$ cat config.mk
export PLATFORM = sky130hd
export DESIGN_NAME = derm_llr_scatter_flat
export DESIGN_NICKNAME = d
export VERILOG_FILES = /design/src/rtl/derm_llr_scatter_pkg.sv /design/src/rtl/derm_llr_scatter_if.sv /design/src/rtl/derm_llr_scatter_addr_gen.sv /design/src/rtl/derm_llr_scatter.sv /design/src/flat_wrapper.sv
export SDC_FILE = /design/constraint.sdc
export NUM_CORES = 1
export LEC_CHECK = 0
export CORE_ASPECT_RATIO = 0.9
export CORE_MARGIN = 5
export CORE_UTILIZATION = 49
export DETAILED_ROUTE_END_ITERATION = 10
export GPL_ROUTABILITY_DRIVEN = 0
export HOLD_SLACK_MARGIN = 0.03
export PLACE_DENSITY = 0.77
export SYNTH_ARGS = -nofsm -noshare
export SYNTH_HDL_FRONTEND = slang
export SYNTH_SLANG_ARGS = --single-unit
$ cat constraint.sdc
create_clock -name i_core_clk -period 8.5 [get_ports i_core_clk]
set_input_delay 1.7 -clock i_core_clk [delete_from_list [all_inputs] [get_ports i_core_clk]]
set_output_delay 1.7 -clock i_core_clk [all_outputs]
set_load 0.05 [all_outputs]
$ cat src/rtl/derm_llr_scatter_pkg.sv
// derm_pkg: shared constants, FSM state type and LLR saturating-add helpers
// for the HARQ circular-buffer scatter block.
package derm_pkg;

  localparam int LLR_W   = 6;
  localparam int LLR_MAX = 31;
  localparam int LLR_MIN = -32;
  localparam int POP_MAX = 16;

  typedef enum logic [1:0] {
    IDLE = 2'd0,
    RUN  = 2'd1,
    DONE = 2'd2
  } state_t;

  // Sign-extended sum of two LLRs; one extra bit so overflow is visible.
  function automatic logic [LLR_W:0] llr_add(input logic [LLR_W-1:0] a,
                                             input logic [LLR_W-1:0] b);
    return {a[LLR_W-1], a} + {b[LLR_W-1], b};
  endfunction

  // Overflow of the 7-bit sum shows up as its top two bits disagreeing.
  function automatic logic llr_ovf(input logic [LLR_W:0] s);
    return s[LLR_W] != s[LLR_W-1];
  endfunction

  function automatic logic [LLR_W-1:0] llr_sat(input logic [LLR_W:0] s);
    if (llr_ovf(s)) return s[LLR_W] ? LLR_W'(LLR_MIN) : LLR_W'(LLR_MAX);
    return s[LLR_W-1:0];
  endfunction

endpackage

$ cat src/rtl/derm_llr_scatter_if.sv
// derm_llr_scatter_if: FIFO pop handshake plus HARQ buffer read/write bus.
// Signal names carry the direction as seen from the scatter block.
interface derm_llr_scatter_if #(
  parameter int NCB_W = 16,
  parameter int LLR_W = 6
);
  logic                 o_pop_permit;
  logic [3:0]           o_pop_amount;
  logic                 i_pop_enable;
  logic [16*LLR_W-1:0]  i_pop_data;
  logic                 o_rd_en;
  logic [NCB_W-1:0]     o_rd_addr;
  logic [LLR_W-1:0]     i_rd_data;
  logic                 o_wr_en;
  logic [NCB_W-1:0]     o_wr_addr;
  logic [LLR_W-1:0]     o_wr_data;

  modport master (
    output o_pop_permit, o_pop_amount, o_rd_en, o_rd_addr, o_wr_en, o_wr_addr, o_wr_data,
    input  i_pop_enable, i_pop_data, i_rd_data
  );

  modport slave (
    input  o_pop_permit, o_pop_amount, o_rd_en, o_rd_addr, o_wr_en, o_wr_addr, o_wr_data,
    output i_pop_enable, i_pop_data, i_rd_data
  );
endinterface

$ cat src/rtl/derm_llr_scatter_addr_gen.sv
// derm_addr_gen: circular-buffer position register. Steps by one, wraps at
// Ncb and jumps over the filler region in a single step.
module derm_addr_gen #(
  parameter int NCB_W = 16
) (
  input  logic             i_core_clk,
  input  logic             i_rx_rst,
  input  logic             i_load,
  input  logic             i_adv,
  input  logic [NCB_W-1:0] i_k0,
  input  logic [NCB_W-1:0] i_ncb,
  input  logic [NCB_W-1:0] i_fill_start,
  input  logic [NCB_W-1:0] i_fill_len,
  output logic [NCB_W-1:0] o_pos
);
  logic [NCB_W-1:0] r_pos;
  logic [NCB_W-1:0] w_inc;
  logic [NCB_W-1:0] w_nxt;

  // Next position: wrap first, then skip filler if we landed on its start.
  always_comb begin
    w_inc = r_pos + 1'b1;
    if (w_inc == i_ncb) w_inc = '0;
    w_nxt = w_inc;
    if ((i_fill_len != '0) && (w_inc == i_fill_start)) w_nxt = i_fill_start + i_fill_len;
  end

  // Position register: load k0 at job start, advance once per emitted LLR.
  always_ff @(posedge i_core_clk or posedge i_rx_rst) begin
    if (i_rx_rst)    r_pos <= '0;
    else if (i_load) r_pos <= i_k0;
    else if (i_adv)  r_pos <= w_nxt;
  end

  assign o_pos = r_pos;
endmodule

$ cat src/rtl/derm_llr_scatter.sv
// derm_llr_scatter: pops LLR chunks from the rate-matching FIFO, serialises
// them oldest-first and scatters them into the HARQ circular buffer, combining
// repeats with a saturating read-modify-write.
// Optional: define DERM_SAT_CNT_EN to add o_sat_cnt (clamped-combine count).
//
// state | meaning
// IDLE  | waiting for i_start; config latched on start
// RUN   | popping chunks, emitting one LLR per cycle (S0), writing (S1)
// DONE  | one-cycle o_done pulse after the E-th write
module derm_llr_scatter
  import derm_pkg::*;
#(
  parameter int NCB_W = 16,
  parameter int E_W   = 17
) (
  input  logic               i_core_clk,
  input  logic               i_rx_rst,
  input  logic               i_start,
  input  logic [E_W-1:0]     i_e_len,
  input  logic [NCB_W-1:0]   i_ncb,
  input  logic [NCB_W-1:0]   i_k0,
  input  logic [NCB_W-1:0]   i_fill_start,
  input  logic [NCB_W-1:0]   i_fill_len,
  derm_llr_scatter_if.master bus,
  output logic               o_busy,
  output logic               o_done
`ifdef DERM_SAT_CNT_EN
  ,
  output logic [E_W-1:0]     o_sat_cnt
`endif
);
  state_t                   r_state, w_state_nxt;
  logic [NCB_W-1:0]         r_ncb, r_fill_start, r_fill_len, w_pos;
  logic [E_W-1:0]           r_e_len, r_pop_left, r_wr_cnt, w_ring_len;
  logic [POP_MAX*LLR_W-1:0] r_ser_data;
  logic [4:0]               r_ser_cnt, w_cnt_m1, w_pop_num;
  logic                     w_start, w_run, w_emit, w_pop_req, w_pop, w_comb, w_last;
  logic [LLR_W-1:0]         w_llr;
  logic                     r_s1_vld, r_s1_comb, r_s1_last;
  logic [NCB_W-1:0]         r_s1_addr;
  logic [LLR_W-1:0]         r_s1_llr;
  logic [LLR_W:0]           w_sum;

  assign w_start    = i_start && (r_state == IDLE);
  assign w_run      = (r_state == RUN);
  assign w_emit     = w_run && (r_ser_cnt != 5'd0);
  assign w_pop_req  = w_run && (r_pop_left != '0) && (r_ser_cnt <= 5'd1);
  assign w_pop      = w_pop_req && bus.i_pop_enable;
  assign w_pop_num  = (r_pop_left >= E_W'(POP_MAX)) ? 5'(POP_MAX) : r_pop_left[4:0];
  assign w_cnt_m1   = r_ser_cnt - 5'd1;
  // Oldest held LLR sits at the highest occupied symbol.
  assign w_llr      = r_ser_data[w_cnt_m1[3:0]*LLR_W +: LLR_W];
  assign w_ring_len = E_W'(r_ncb - r_fill_len);
  assign w_comb     = (r_wr_cnt >= w_ring_len);
  assign w_last     = (r_wr_cnt == r_e_len - 1'b1);
  assign w_sum      = llr_add(r_s1_llr, bus.i_rd_data);

  derm_addr_gen #(.NCB_W(NCB_W)) u_addr_gen (
    .i_core_clk   (i_core_clk),
    .i_rx_rst     (i_rx_rst),
    .i_load       (w_start),
    .i_adv        (w_emit),
    .i_k0         (i_k0),
    .i_ncb        (r_ncb),
    .i_fill_start (r_fill_start),
    .i_fill_len   (r_fill_len),
    .o_pos        (w_pos)
  );

  // FSM state register.
  always_ff @(posedge i_core_clk or posedge i_rx_rst) begin
    if (i_rx_rst) r_state <= IDLE;
    else          r_state <= w_state_nxt;
  end

  // FSM next state: the job ends when the last LLR leaves the write stage.
  always_comb begin
    w_state_nxt = r_state;
    case (r_state)
      IDLE:    if (i_start) w_state_nxt = RUN;
      RUN:     if (r_s1_vld && r_s1_last) w_state_nxt = DONE;
      DONE:    w_state_nxt = IDLE;
      default: w_state_nxt = IDLE;
    endcase
  end

  // Config latch, pop bookkeeping and serialiser; a chunk may load in the
  // same cycle the last held LLR is emitted.
  always_ff @(posedge i_core_clk or posedge i_rx_rst) begin
    if (i_rx_rst) begin
      r_ncb        <= '0;
      r_fill_start <= '0;
      r_fill_len   <= '0;
      r_e_len      <= '0;
      r_pop_left   <= '0;
      r_wr_cnt     <= '0;
      r_ser_data   <= '0;
      r_ser_cnt    <= '0;
    end else if (w_start) begin
      r_ncb        <= i_ncb;
      r_fill_start <= i_fill_start;
      r_fill_len   <= i_fill_len;
      r_e_len      <= i_e_len;
      r_pop_left   <= i_e_len;
      r_wr_cnt     <= '0;
      r_ser_cnt    <= '0;
    end else begin
      if (w_pop) begin
        r_ser_data <= bus.i_pop_data;
        r_ser_cnt  <= w_pop_num;
        r_pop_left <= r_pop_left - E_W'(w_pop_num);
      end else if (w_emit) begin
        r_ser_cnt  <= r_ser_cnt - 5'd1;
      end
      if (w_emit) r_wr_cnt <= r_wr_cnt + 1'b1;
    end
  end

  // Write stage S1: a fixed one-cycle delay of S0, lined up with read data.
  always_ff @(posedge i_core_clk or posedge i_rx_rst) begin
    if (i_rx_rst) begin
      r_s1_vld  <= 1'b0;
      r_s1_comb <= 1'b0;
      r_s1_last <= 1'b0;
      r_s1_addr <= '0;
      r_s1_llr  <= '0;
    end else begin
      r_s1_vld  <= w_emit;
      r_s1_comb <= w_emit && w_comb;
      r_s1_last <= w_emit && w_last;
      r_s1_addr <= w_pos;
      r_s1_llr  <= w_llr;
    end
  end

`ifdef DERM_SAT_CNT_EN
  // Count combines whose sum had to be clamped; holds after the job.
  always_ff @(posedge i_core_clk or posedge i_rx_rst) begin
    if (i_rx_rst)                                  o_sat_cnt <= '0;
    else if (w_start)                              o_sat_cnt <= '0;
    else if (r_s1_vld && r_s1_comb && llr_ovf(w_sum)) o_sat_cnt <= o_sat_cnt + 1'b1;
  end
`endif

  assign bus.o_pop_permit = w_pop_req;
  assign bus.o_pop_amount = (r_pop_left == '0) ? 4'd0 : w_cnt_m1_pop();
  assign bus.o_rd_en      = w_emit && w_comb;
  assign bus.o_rd_addr    = w_pos;
  assign bus.o_wr_en      = r_s1_vld;
  assign bus.o_wr_addr    = r_s1_addr;
  assign bus.o_wr_data    = r_s1_comb ? llr_sat(w_sum) : r_s1_llr;
  assign o_busy           = (r_state == RUN) || (r_state == DONE);
  assign o_done           = (r_state == DONE);

  function automatic logic [3:0] w_cnt_m1_pop();
    logic [4:0] v;
    v = w_pop_num - 5'd1;
    return v[3:0];
  endfunction
endmodule

$ cat src/flat_wrapper.sv
// flat-port wrapper written by rule: the top's interface ports become plain ports
module derm_llr_scatter_flat import derm_pkg::*;
#(
  parameter int NCB_W = 16,
  parameter int E_W   = 17
)
  (i_core_clk, i_rx_rst, i_start, i_e_len, i_ncb, i_k0, i_fill_start, i_fill_len, o_busy, o_done, bus_o_pop_permit, bus_o_pop_amount, bus_o_rd_en, bus_o_rd_addr, bus_o_wr_en, bus_o_wr_addr, bus_o_wr_data, bus_i_pop_enable, bus_i_pop_data, bus_i_rd_data);
  derm_llr_scatter_if #(.NCB_W(NCB_W)) bus_i ();
  input  logic i_core_clk;
  input  logic i_rx_rst;
  input  logic i_start;
  input  logic [E_W-1:0] i_e_len;
  input  logic [NCB_W-1:0] i_ncb;
  input  logic [NCB_W-1:0] i_k0;
  input  logic [NCB_W-1:0] i_fill_start;
  input  logic [NCB_W-1:0] i_fill_len;
  output logic o_busy;
  output logic o_done;
  output wire logic [$bits(bus_i.o_pop_permit)-1:0] bus_o_pop_permit;
  output wire logic [$bits(bus_i.o_pop_amount)-1:0] bus_o_pop_amount;
  output wire logic [$bits(bus_i.o_rd_en)-1:0] bus_o_rd_en;
  output wire logic [$bits(bus_i.o_rd_addr)-1:0] bus_o_rd_addr;
  output wire logic [$bits(bus_i.o_wr_en)-1:0] bus_o_wr_en;
  output wire logic [$bits(bus_i.o_wr_addr)-1:0] bus_o_wr_addr;
  output wire logic [$bits(bus_i.o_wr_data)-1:0] bus_o_wr_data;
  input wire logic [$bits(bus_i.i_pop_enable)-1:0] bus_i_pop_enable;
  input wire logic [$bits(bus_i.i_pop_data)-1:0] bus_i_pop_data;
  input wire logic [$bits(bus_i.i_rd_data)-1:0] bus_i_rd_data;
  assign bus_o_pop_permit = bus_i.o_pop_permit;
  assign bus_o_pop_amount = bus_i.o_pop_amount;
  assign bus_o_rd_en = bus_i.o_rd_en;
  assign bus_o_rd_addr = bus_i.o_rd_addr;
  assign bus_o_wr_en = bus_i.o_wr_en;
  assign bus_o_wr_addr = bus_i.o_wr_addr;
  assign bus_o_wr_data = bus_i.o_wr_data;
  assign bus_i.i_pop_enable = bus_i_pop_enable;
  assign bus_i.i_pop_data = bus_i_pop_data;
  assign bus_i.i_rd_data = bus_i_rd_data;
  derm_llr_scatter #(.NCB_W(NCB_W), .E_W(E_W)) u_core (.i_core_clk(i_core_clk), .i_rx_rst(i_rx_rst), .i_start(i_start), .i_e_len(i_e_len), .i_ncb(i_ncb), .i_k0(i_k0), .i_fill_start(i_fill_start), .i_fill_len(i_fill_len), .bus(bus_i), .o_busy(o_busy), .o_done(o_done));
endmodule
==> results of run 1 <==
[state kept, by name (all words and copies together) (netlist names)]
| name | count |
|---|---|
| u_core.r_ser_data | 96 |
| u_core.r_e_len | 17 |
| u_core.r_pop_left | 17 |
| u_core.r_wr_cnt | 17 |
| u_core.bus.o_wr_addr | 16 |
| u_core.r_fill_len | 16 |
| u_core.r_fill_start | 16 |
| u_core.r_ncb | 16 |
| u_core.u_addr_gen.o_pos | 16 |
| u_core.r_s1_llr | 6 |
| u_core.r_ser_cnt | 5 |
| u_core.r_state | 2 |
| u_core.bus.o_wr_en | 1 |
| u_core.r_s1_comb | 1 |
| u_core.r_s1_last | 1 |
[logic make-up after synthesis]
group | count (synthesis) | synth area share (%)
AOI/OAI and AO/OA | 242 | 10.3
xor gates and xnor gates | 116 | 7.55
adders and majority gates | 70 | 6.22
buffers and inverters | 120 | 3.38
DFF | 243 | 42.2
muxes | 145 | 13.7
other | 1 | 0.0260
and+or+nand+nor | 479 | 16.7
[final cells by class]
type | instances | area share, %
multi-input combinational | 1053 | 43.7
sequential | 243 | 33.9
timing repair buffer | 241 | 13.3
clock buffer | 36 | 4.23
tap | 396 | 2.76
inverter | 55 | 1.19
clock inverter | 13 | 0.906
antenna | 1 | 0.0139
[routing by layer]
metal	global-route usage, %	part of all wire [%]	wire (um)	vias up
li1	-	-	-	5465
met1	32.7	42	16700	5643
met2	37.2	46	18200	422
met3	7.22	9.4	3760	79
met4	6.28	3.0	1190	4
met5	0	0.055	22	-
[metrics by stage]
stage / instances / setup WS (ns) / instance area [sq um]
2_1_floorplan: 1416 / 0.127 / 14400
3_3_place_gp: 1988 / 1.92 / 17000
3_5_place_dp: 1988 / 1.77 / 17000
5_1_grt: 2038 / 0.704 / 18000
4_1_cts: 2037 / 1.11 / 18000
6_report: 2038 / 1.11 / 18000
[worst min path at each step]
stage / start / end / slack (ns) / cells past startpoint
after floorplan: u_core.r_e_len[16] / u_core.r_e_len[16] / 0.47 / 2
after global placement: u_core.r_e_len[16] / u_core.r_e_len[16] / 0.48 / 2
after detailed placement: u_core.r_ser_data[79] / u_core.r_ser_data[79] / 0.49 / 1
after CTS: u_core.r_ser_data[79] / u_core.r_ser_data[79] / 0.50 / 1
after global routing: u_core.r_ser_data[80] / u_core.r_ser_data[80] / 0.52 / 1
final: u_core.r_ser_data[32] / u_core.r_ser_data[32] / 0.50 / 1
[power breakdown]
part	total [mW]	internal (mW)	leakage, nW	switching, mW
Combinational	4.12	1.88	4.27	2.24
Sequential	2.29	1.69	2.97	0.594
Clock	1.21	0.721	0.449	0.489
[layout by cell type, fill, tap and decap left out, types with 4 or more instances in the layout]
cell               n
clkbuf_1           4
mux2_2           102
nand3_1           27
xor2_1            46
xnor2_1           64
nand2_1          210
nand3b_1           4
nor3b_1            4
a21o_1             6
nor3_1            33
a2111oi_0          4
o211ai_1           8
nor4b_1            5
nor2b_1           10
clkdlybuf4s50_1  233
and3_1            13
mux4_2            31
dfrtp_1          243
o21a_1            15
a31oi_1           10
a21oi_1           73
clkbuf_16         27
nor2_1            70
inv_1             54
ha_1              66
or3_1             29
buf_4              8
o31a_1             5
clkinv_2           6
o21ai_0           82
or4_1              8
mux2i_1           12
nand4_1           18
nor4_1            13
clkbuf_8           5
==> flow_summary_export.csv, run 1 <==
group,metric,value,unit
die,die_h,173,um
die,ios,234,
synth,yosysTopAreaCell,"dfrtp_1",
clocking,ctsResizeCount,0,
worst_setup_path,worstSetupStartpoint,"u_core.r_ncb[0]",
timing,max_freq,0.135,GHz
timing,rsz0062_at_grt,"no",
timing,finalMaxSlewViolations,0,
timing,whs,0.500,ns
clocking,cts_tree,"done",
grt,grt_pass1_vias,11800,
pwr,finalPower,7.62,mW
synth,yosysMostFrequentCell,"dfrtp_1",
synth,yosys_warnings,0,
clocking,cts_buffer_depth,3,
placement,detailed_place_hpwl,29.6,mm
die,initial_core_util,49.8,%
timing,skew,0.0288,ns
clocking,cts_setup_buffers,0,
pwr,leakage,7.69,nW
routing,wl_per_cell,19.6,um
cells_and_area,area_growth,24.7,%
grt,grt_pass1_wl,63.9,mm
flow_run,max-cap-violations,0,
cells_and_area,fin_util,62.1,%
cells_and_area,drive_gt1_share,13.5,%
worst_setup_path,critPathMaxStageDelay,0.81,ns
worst_setup_path,crit_family,"compound AO/OA/AOI/OAI gates",
worst_setup_path,r2r-start,"u_core.u_addr_gen.o_pos[0]",
routing,drt-initial-drc-count,847,
die,die_area,32900,sq um
cells_and_area,final-seq-area,6080,sq um
synth,netlist_instances,1416,
synth,netlist_area,14400,sq um
synth,ys_seq_area_share,42.2,%
synth,synth.net_count,1672,
worst_setup_path,crit_end,"bus_o_rd_en",
routing,first_pass_iters,5,
worst_setup_path,end_kind,"output pin",
clocking,numCtsBuffers,27,
synth,async_reset_ff_share,100,%
timing,finalSetupTns,0,ns
worst_setup_path,crit_cells,21,
worst_setup_path,cpMaxStageDelayCell,"clkdlybuf4s50_1",
clocking,htreeDepth,1,
worst_setup_path,crit_chain,"inv_1, ha_1, inv_1, fa_1, a21o_1, a21oi_1, o21ai_0, a21oi_1, nor2b_1, o21a_1, o31a_1, o41ai_1, o21a_1, o21ai_0, ha_1, nand4_1, nor4_1, nor2_1, a21oi_1, o21a_1, clkdlybuf4s50_1",
worst_setup_path,cp-start-kind,"flip-flop",
worst_setup_path,r2r_cells,11,
die,rows,59,
die,dieWidth,191,um
timing,period_needed,7.39,ns
routing,dr_total_vias,11600,
clocking,clock_latency,0.56,ns
synth,synth-edff-count,0,
timing,hold_violations,0,
synth,synth_top_area_share,42.2,%
cells_and_area,fillerInstances,2400,
timing,finalCritPeriodShare,87.0,%
worst_setup_path,arrival,5.69,ns
routing,via_per_inst,5.70,
routing,drcViolationCount,0,
cells_and_area,multi_input_area,7850,sq um
clocking,holdBufCountCts,0,
placement,port_buffers,233,
synth,synth_area_leaders,"dfrtp_1, mux2_2, ha_1",
run_status,status,"complete, no violations",
worst_setup_path,reg2reg_slack,3.93,ns
routing,wl,39.8,mm
clocking,root_buffer,"clkbuf_16",
grt,antenna_found_initial,3,
worst_setup_path,path_buf_inv,3,
pwr,power.density,424,nW/um^2
worst_setup_path,path_max_fanout,2,
synth,yosys-top-cells-count,"dfrtp_1, nand2_1, mux2_2",
worst_setup_path,r2r_end,"u_core.u_addr_gen.o_pos[4]",
die,core,28900,sq um
worst_hold_path,holdCritPathClass,"flip-flop to flip-flop",
synth,ys_ff_latch,243,
worst_setup_path,worstPathRequired,6.80,ns
synth,avgSynthCellArea,10.2,sq um
timing,worst-slew-pin-transition,1.19,ns
cells_and_area,nets,1877,
grt,grt_remaining_overflow,0,
grt,grt_max_degree,97,
worst_setup_path,path_class,"flip-flop to output pin",
synth,synthFlopType,"dfrtp_1",
synth,ys_types,87,
clocking,cts_sinks,243,
grt,grt.total_usage,23.8,%
routing,ant_nets,0,
pwr,irDropWorstVdd,0.000232,V
timing,setup_viol_count_final,0,
timing,slew_headroom,20.8,%
clocking,path_clk_slew,0.06,ns
Power figures use the tool's default switching activity.
==> run 2: changes to the inputs <==
- PLACE_DENSITY: 0.77 -> default
- PLACE_DENSITY_LB_ADDON: default -> 0.2
==> run 2 against run 1 <==
Setup slack better by 0.12 ns. Global-route usage is 0.59 points higher. Final cell count is 0.20% higher. Clock-buffer cell count increased by 6. Clock skew shrank 0.011 ns. Largest cell class unchanged.
==> flow_summary_export.csv, run 2 (same netlist as run 1, synthesis figures left out) <==
group,metric,value,unit
placement,port_buffers,233,
grt,grt_remaining_overflow,0,
clocking,ctsResizeCount,0,
worst_setup_path,reg2reg_slack,3.67,ns
routing,drt-initial-drc-count,926,
run_status,status,"complete, no violations",
timing,finalMaxSlewViolations,0,
die,initial_core_util,49.8,%
timing,setup_viol_count_final,0,
clocking,cts_sinks,243,
clocking,clock_latency,0.54,ns
timing,period_needed,7.28,ns
timing,slew_headroom,20.5,%
timing,hold_violations,0,
routing,via_per_inst,5.65,
routing,wl,40.6,mm
die,die_area,32900,sq um
routing,dr_total_vias,11500,
timing,finalCritPeriodShare,85.6,%
grt,grt_max_degree,98,
worst_hold_path,holdCritPathClass,"flip-flop to flip-flop",
cells_and_area,final_common_cell,"dfrtp_1",
worst_setup_path,cp-start-kind,"flip-flop",
cells_and_area,top_register,"u_core.r_ser_data",
timing,skew,0.0176,ns
worst_setup_path,arrival,5.58,ns
routing,ant_nets,0,
grt,antenna_found_initial,7,
cells_and_area,nets,1878,
worst_setup_path,r2r-start,"u_core.u_addr_gen.o_pos[0]",
cells_and_area,largest_reg_flops,96,
cells_and_area,area_growth,24.7,%
cells_and_area,final_cells,2042,
timing,finalSetupTns,0,ns
worst_setup_path,r2r_end,"u_core.u_addr_gen.o_pos[1]",
clocking,cts_buffer_depth,3,
grt,grt_pass1_wl,65.0,mm
cells_and_area,drive_gt1_share,13.3,%
timing,worst-slew-pin-transition,1.19,ns
clocking,holdBufCountCts,0,
die,rows,59,
routing,first_pass_iters,5,
worst_setup_path,end_kind,"output pin",
pwr,power.density,424,nW/um^2
worst_hold_path,hold_path_end,"u_core.r_ser_data[55]",
placement,detailed_place_hpwl,30.4,mm
placement,dp_cells,1989,
worst_hold_path,hp-start,"u_core.r_ser_data[55]",
timing,rsz0062_at_grt,"no",
cells_and_area,layout_common_cells,"dfrtp_1, clkdlybuf4s50_1, nand2_1",
clocking,path_clk_slew,0.06,ns
grt,grt_pass1_vias,11900,
worst_setup_path,worstPathRequired,6.80,ns
die,ios,234,
worst_hold_path,hold_depth,1,
flow_run,max-cap-violations,0,
die,dieWidth,191,um
clocking,numCtsBuffers,27,
die,die_h,173,um
clocking,cts_tree,"done",
die,core,28900,sq um
timing,whs,0.499,ns
grt,grt.total_usage,24.4,%
clocking,cts_setup_buffers,0,
routing,drcViolationCount,0,
pwr,leakage,7.69,nW
timing,max_freq,0.137,GHz
routing,wl_per_cell,19.9,um
clocking,htreeDepth,1,
worst_setup_path,path_max_fanout,2,
clocking,root_buffer,"clkbuf_16",
worst_setup_path,r2r_cells,11,
worst_setup_path,path_class,"flip-flop to output pin",
pwr,irDropWorstVdd,0.000193,V
## run 2: per-stage QoR
| stage | utilization, % | power [mW] | setup WS (ns) | instance area [sq um] |
|---|---|---|---|---|
| after floorplan | - | 5.22 | 0.127 | 14400 |
| after global placement | 58.9 | 6.27 | 1.92 | 17000 |
| after detailed placement | 58.9 | 6.38 | 1.87 | 17000 |
| after CTS | 62.0 | 7.61 | 1.24 | 17900 |
| after global routing | 62.1 | 8.14 | 0.891 | 18000 |
| final | 62.1 | 7.61 | 1.22 | 18000 |
## run 2: worst max-delay path: stages, from the launching register on
cell             delay (ns)
dfrtp_1                0.39
inv_1                  0.07
ha_1                   0.16
inv_1                  0.06
fa_1                   0.40
a21o_1                 0.18
a21oi_1                0.21
o21ai_0                0.12
a21oi_1                0.23
nor2b_1                0.07
o21a_1                 0.18
o31a_1                 0.26
o41ai_1                0.44
o21a_1                 0.20
o21ai_0                0.10
ha_1                   0.30
nand4_1                0.14
nor4_1                 0.30
nor2_1                 0.07
a21oi_1                0.17
o21a_1                 0.19
clkdlybuf4s50_1        0.81
## run 2: how the worst max path moves through the flow
| stage | from | endpoint | slack [ns] |
|---|---|---|---|
| final | u_core.r_ncb[0] | bus_o_rd_en | 1.22 |
| after global routing | u_core.r_ncb[0] | bus_o_rd_en | 0.89 |
| after CTS | u_core.r_ncb[0] | bus_o_rd_en | 1.24 |
| after detailed placement | u_core.r_ncb[0] | bus_o_rd_en | 1.87 |
| after global placement | u_core.r_ncb[0] | bus_o_rd_en | 1.92 |
| after floorplan | i_rx_rst | u_core.bus.o_wr_addr[0] | 0.13 |
## run 2: report_power, final
group          switching [mW]  internal, mW
Clock                   0.470         0.714
Sequential              0.615          1.69
Combinational            2.24          1.88
## run 2: final cells by class
class                           count  area (sq um)
Inverter                           55           214
Fill cell                        2420         11000
Antenna cell                        4          10.0
Tap cell                          396           495
Clock inverter                      7          93.8
Multi-Input combinational cell   1053          7850
Clock buffer                       42           812
Timing Repair Buffer              242          2400
Sequential cell                   243          6080
## run 2: per-layer routing
metal,vias up,track usage (%),part of all wire (%),routed length (um)
met3,64,7.10,8.7,3540
met4,6,5.48,2.3,925
met2,362,38.0,45,18400
met1,5638,34.2,44,17700
li1,5460,-,-,-
met5,-,0,0.11,43
